--- src/rtl/tank_pkg.sv ---
// tank_pkg: shared life width, winner codes and round state encoding for the tank game blocks.
package tank_pkg;
    localparam int LIFE_W = 2;
    localparam logic [LIFE_W-1:0] LIFE_MAX = 2'b11;
    localparam logic [1:0] WIN_NONE = 2'b00;
    localparam logic [1:0] WIN_T1 = 2'b01;
    localparam logic [1:0] WIN_T2 = 2'b10;
    localparam logic [1:0] WIN_DRAW = 2'b11;
    typedef enum logic {ST_PLAY, ST_OVER} state_t;
endpackage

--- src/rtl/invuln_timer.sv ---
// invuln_timer: post-hit invulnerability window, active for exactly INVULN_CYCLES cycles after start.
module invuln_timer #(
    parameter int INVULN_CYCLES = 500000,
    parameter int CNT_W = 20
) (
    input  logic clk,
    input  logic rst,
    input  logic clr,
    input  logic start,
    output logic active
);
    localparam logic [CNT_W-1:0] LOAD = CNT_W'(INVULN_CYCLES - 1);
    logic [CNT_W-1:0] cnt_q, cnt_d;
    logic active_q, active_d;
    always_comb begin
        cnt_d = cnt_q;
        active_d = active_q;
        if (clr) begin
            cnt_d = '0;
            active_d = 1'b0;
        end else if (start) begin
            cnt_d = LOAD;
            active_d = 1'b1;
        end else if (active_q) begin
            // Stay high through the cycle where the count sits at zero, drop on the next edge.
            cnt_d = (cnt_q == '0) ? cnt_q : cnt_q - 1'b1;
            active_d = (cnt_q != '0);
        end
    end
    always_ff @(posedge clk) begin
        if (rst) begin
            cnt_q <= '0;
            active_q <= 1'b0;
        end else begin
            cnt_q <= cnt_d;
            active_q <= active_d;
        end
    end
    assign active = active_q;
endmodule

--- src/rtl/tank_life_tracker.sv ---
// tank_life_tracker: per-tank life counters with invulnerability windows and win/draw/game-over tracking.
module tank_life_tracker
    import tank_pkg::*;
#(
    parameter int INIT_LIFE = 3,
    parameter int INVULN_CYCLES = 500000,
    parameter int CNT_W = 20
) (
    input  logic       clk,
    input  logic       rst,
    input  logic       hit1,
    input  logic       hit2,
    input  logic       restart,
    output logic [1:0] tank1_life,
    output logic [1:0] tank2_life,
    output logic       invuln1,
    output logic       invuln2,
    output logic       game_over,
    output logic [1:0] winner
);
    localparam logic [LIFE_W-1:0] INIT = LIFE_W'(INIT_LIFE);
    state_t state_q, state_d;
    logic [LIFE_W-1:0] l1_q, l1_d, l2_q, l2_d;
    logic [1:0] win_q, win_d;
    logic acc1, acc2, z1, z2;
    always_comb begin
        acc1 = (state_q == ST_PLAY) && hit1 && !invuln1 && (l1_q != '0) && !restart;
        acc2 = (state_q == ST_PLAY) && hit2 && !invuln2 && (l2_q != '0) && !restart;
        l1_d = restart ? INIT : l1_q - LIFE_W'(acc1);
        l2_d = restart ? INIT : l2_q - LIFE_W'(acc2);
        z1 = (l1_d == '0);
        z2 = (l2_d == '0);
        state_d = state_q;
        win_d = win_q;
        if (restart) begin
            state_d = ST_PLAY;
            win_d = WIN_NONE;
        end else if (state_q == ST_PLAY && (z1 || z2)) begin
            state_d = ST_OVER;
            win_d = (z1 && z2) ? WIN_DRAW : z1 ? WIN_T2 : WIN_T1;
        end
    end
    always_ff @(posedge clk) begin
        if (rst) begin
            state_q <= ST_PLAY;
            l1_q <= INIT;
            l2_q <= INIT;
            win_q <= WIN_NONE;
        end else begin
            state_q <= state_d;
            l1_q <= l1_d;
            l2_q <= l2_d;
            win_q <= win_d;
        end
    end
    invuln_timer #(.INVULN_CYCLES(INVULN_CYCLES), .CNT_W(CNT_W)) u_inv1 (
        .clk(clk), .rst(rst), .clr(restart), .start(acc1), .active(invuln1)
    );
    invuln_timer #(.INVULN_CYCLES(INVULN_CYCLES), .CNT_W(CNT_W)) u_inv2 (
        .clk(clk), .rst(rst), .clr(restart), .start(acc2), .active(invuln2)
    );
    assign tank1_life = l1_q;
    assign tank2_life = l2_q;
    assign winner = win_q;
    assign game_over = (state_q == ST_OVER);
endmodule

--- config.mk ---
export PLATFORM = sky130hd
export DESIGN_NAME = tank_life_tracker
export DESIGN_NICKNAME = d
export VERILOG_FILES = /design/src/rtl/tank_pkg.sv /design/src/rtl/invuln_timer.sv /design/src/rtl/tank_life_tracker.sv
export SDC_FILE = /design/constraint.sdc
export NUM_CORES = 1
export LEC_CHECK = 0
export CELL_PAD_IN_SITES_DETAIL_PLACEMENT = 1
export CELL_PAD_IN_SITES_GLOBAL_PLACEMENT = 2
export CORE_ASPECT_RATIO = 1.4
export CORE_MARGIN = 5
export CORE_UTILIZATION = 25
export CTS_CLUSTER_SIZE = 14
export DETAILED_ROUTE_END_ITERATION = 7
export PLACE_DENSITY = 0.61
export RECOVER_POWER = 100
export SETUP_SLACK_MARGIN = 0.15
export SYNTH_ARGS = -nofsm -noshare
export SYNTH_HDL_FRONTEND = slang
export SYNTH_SLANG_ARGS = --single-unit
export TNS_END_PERCENT = 1
--- constraint.sdc ---
create_clock -name clk -period 3.1 [get_ports clk]
set_clock_uncertainty 0.1 [all_clocks]
set_input_delay 0.62 -clock clk [delete_from_list [all_inputs] [get_ports clk]]
set_output_delay 0.62 -clock clk [all_outputs]
set_load 0.01 [all_outputs]
==> results.yml <==
pwr:
  total_power_uw: 1486
  power.internal_uw: 1112
  pwr-share-clk_pct: 43.4
  vdd_drop_max_mv: 0.2526
  power_frac_seq_pct: 44.4
  p_leak_uw: 0.0009671
  swShare_pct: 25.18
  p_sw_uw: 374.2
  power_density_nw_per_um2: 528.5
  combPwrFrac_pct: 12.1
drt:
  drtIter0Drc: 46
  firstDrtPassIters: 4
  via_per_inst: 5.053
  wl_per_cell_um: 15.02
  routed_wl_um: 6008
  detail-route-antenna-nets: 0
  vias: 2021
  route.detailed.drc: 0
cells_and_area:
  n_antenna_cell: 0
  drive_above_1_share_pct: 7.241
  area_growth_pct: 16.61
  fin_util_pct: 29.72
  fin_nets: 300
cts:
  cts-buffers-inserted: 5
  cts_tree: "done"
  hold_buffers: 0
  cts-resized-gates: 0
  htreeDepth: 2
  cts_buffer_depth: 2
  clockRootBuffer: "clkbuf_16"
  cts.sink_count: 49
  cts_setup_buffers: 0
  path_clk_slew_ns: 0.07
  clk_latency_ns: 0.29
placement:
  port_buffers: 13
  place_hpwl_um: 4560
  globalplace.congestion: 0.7358
  post-place-ws_ns: 0.5580
grt:
  grt_pass1_vias: 2096
  grt_max_degree: 20
  antenna_found_initial: 0
  grt_pass1_wl_um: 10230
  track_usage_pct: 10.66
  gr-total-overflow: 0
sta:
  setup_tns_ns: 0
  period_share_pct: 77.33
  final.hold.worst_slack_ns: 0.3655
  hold_viol: 0
  relSlewSlack_pct: 60.03
  fmax_mhz: 417.1
  finalSetupViolCount: 0
  fin_crit_ns: 2.397
  rsz0062_at_grt: "no"
  fin_ws_ns: 0.7027
  tightest_slew_ns: 0.5845
  drv_slew: 0
run_status:
  status: "finished, final reports clean"
setup_path:
  rr_startpoint: "u_inv1.cnt_q[5]"
  endpoint_kind: "register"
  arrival_ns: 2.45
  crit_type: "reg2reg"
  critPathLaunchType: "register"
  crit_start: "u_inv1.cnt_q[5]"
  critPathMaxFanout: 11
  cp.required_ns: 3.15
worst_hold_path:
  hp-start: "u_inv2.cnt_q[19]"
  hp-class: "reg2reg"
floorplan:
  die_x_um: 93
  row_count: 42
  dieHeight_um: 126.2
  die_area_um2: 11740
  ios: 14
  floorplan.initialDensity_pct: 25.49
  core_um2: 9459
synth:
  mappedNetlistNets: 280
  synth-async-reset-ratio_pct: 0
  avgSynthCellArea_um2: 8.963
  ys_ff_latch: 49
  synthFlopType: "dfxtp_1"
  syn_inst: 269
  synth-edff-count: 0
  ys_seq_area_share_pct: 40.69
  synth_area_um2: 2411
  synth_warnings: 0
  synth_cell_types: 48
job:
  drv_cap: 0
-- synthesized netlist by cell type (3+ instances only) --
cell | number | area [µm²]
a211oi_1 | 8 | 60.06
a2111oi_0 | 3 | 26.28
clkbuf_1 | 4 | 15.01
a21oi_1 | 22 | 110.1
nor2_1 | 26 | 97.59
o2111ai_1 | 3 | 26.28
nor3_1 | 10 | 50.05
nand3_1 | 9 | 45.04
o31ai_1 | 4 | 30.03
or3_1 | 7 | 43.79
inv_1 | 12 | 45.04
a31oi_1 | 8 | 50.05
or4_1 | 6 | 45.04
xor2_1 | 3 | 26.28
o21ai_0 | 3 | 15.01
ha_1 | 6 | 75.07
nor4_2 | 5 | 62.56
xnor2_1 | 21 | 183.9
dfxtp_1 | 49 | 980.9
nand2_1 | 21 | 78.83
o211ai_1 | 3 | 22.52
-- worst paths after layout --
path | slack (ns) | cells after the start | to
worst max-delay path | 0.70 | 5 | u_inv1.cnt_q[17]
worst min-delay path | 0.37 | 2 | u_inv2.cnt_q[19]
worst max register to register | 0.70 | 5 | u_inv1.cnt_q[17]
worst min register to register | 0.37 | 2 | u_inv2.cnt_q[19]
-- final cells by class --
class | instances | area (µm²)
fill | 1138 | 6648
timing repair buffer | 22 | 178.9
clock inverter | 2 | 37.54
sequential | 49 | 980.9
tap | 110 | 137.6
clock buffer | 6 | 138.9
inverter | 12 | 45.04
multi-input combinational | 199 | 1292
-- layout by cell type (no fill, tap or decap), drive strengths merged, types with 4 or more instances in the layout --
cell type and count:
a211oi 8, a21oi 22, a31oi 8, buf 4
clkbuf 11, dfxtp 49, dlygate4sd3 10, ha 6
inv 12, nand2 21, nand3 9, nor2 26
nor3 10, nor4 9, o31ai 4, or3 8
or4 7, xnor2 21
-- power by group through the flow --
stage,logic [µW],clock network [µW],registers (µW)
4_1_cts,201,675,660
6_report,180,646,660
5_1_grt,202,701,663
3_3_place_gp,201,0,675
2_1_floorplan,146,0,672
3_5_place_dp,200,0,675
-- routing by layer --
layer / track usage [%] / part of all wire [%]
met3: 1.969 / 1.7
met2: 19.77 / 53
met4: 3.279 / 2.1
met5: 0 / 0
met1: 12.15 / 43
-- critical path, cell delays in order (launching register included) --
cell and delay (ns):
dfxtp_1 0.35, or4_1 0.58, or3_1 0.59, nor4_1 0.41, xnor2_1 0.16, a21oi_1 0.08
-- kinds of logic after synthesis --
family / Yosys count / share of synthesized area [%]
AND/OR/NAND/NOR: 108 / 26.88
AO/OA/AOI/OAI: 60 / 16.30
flip-flops: 49 / 40.68
XOR/XNOR: 24 / 8.719
buffers and inverters: 21 / 3.840
adder cells (fa/ha/maj): 6 / 3.114
multiplexers: 1 / 0.4670
-- registers in the layout, summed over array words and instances, names as in the netlist --
name	flops
u_inv2.active	1
game_over	1
winner	2
u_inv1.cnt_q	20
tank2_life	2
u_inv2.cnt_q	20
u_inv1.active	1
tank1_life	2
-- through the flow --
step,instance area [µm²],cells
after global routing,2811,400
after floorplan,2411,269
after global placement,2699,392
final,2811,400
after CTS,2875,400
after detailed placement,2699,392
No activity file was read; power rests on OpenSTA's default activity.
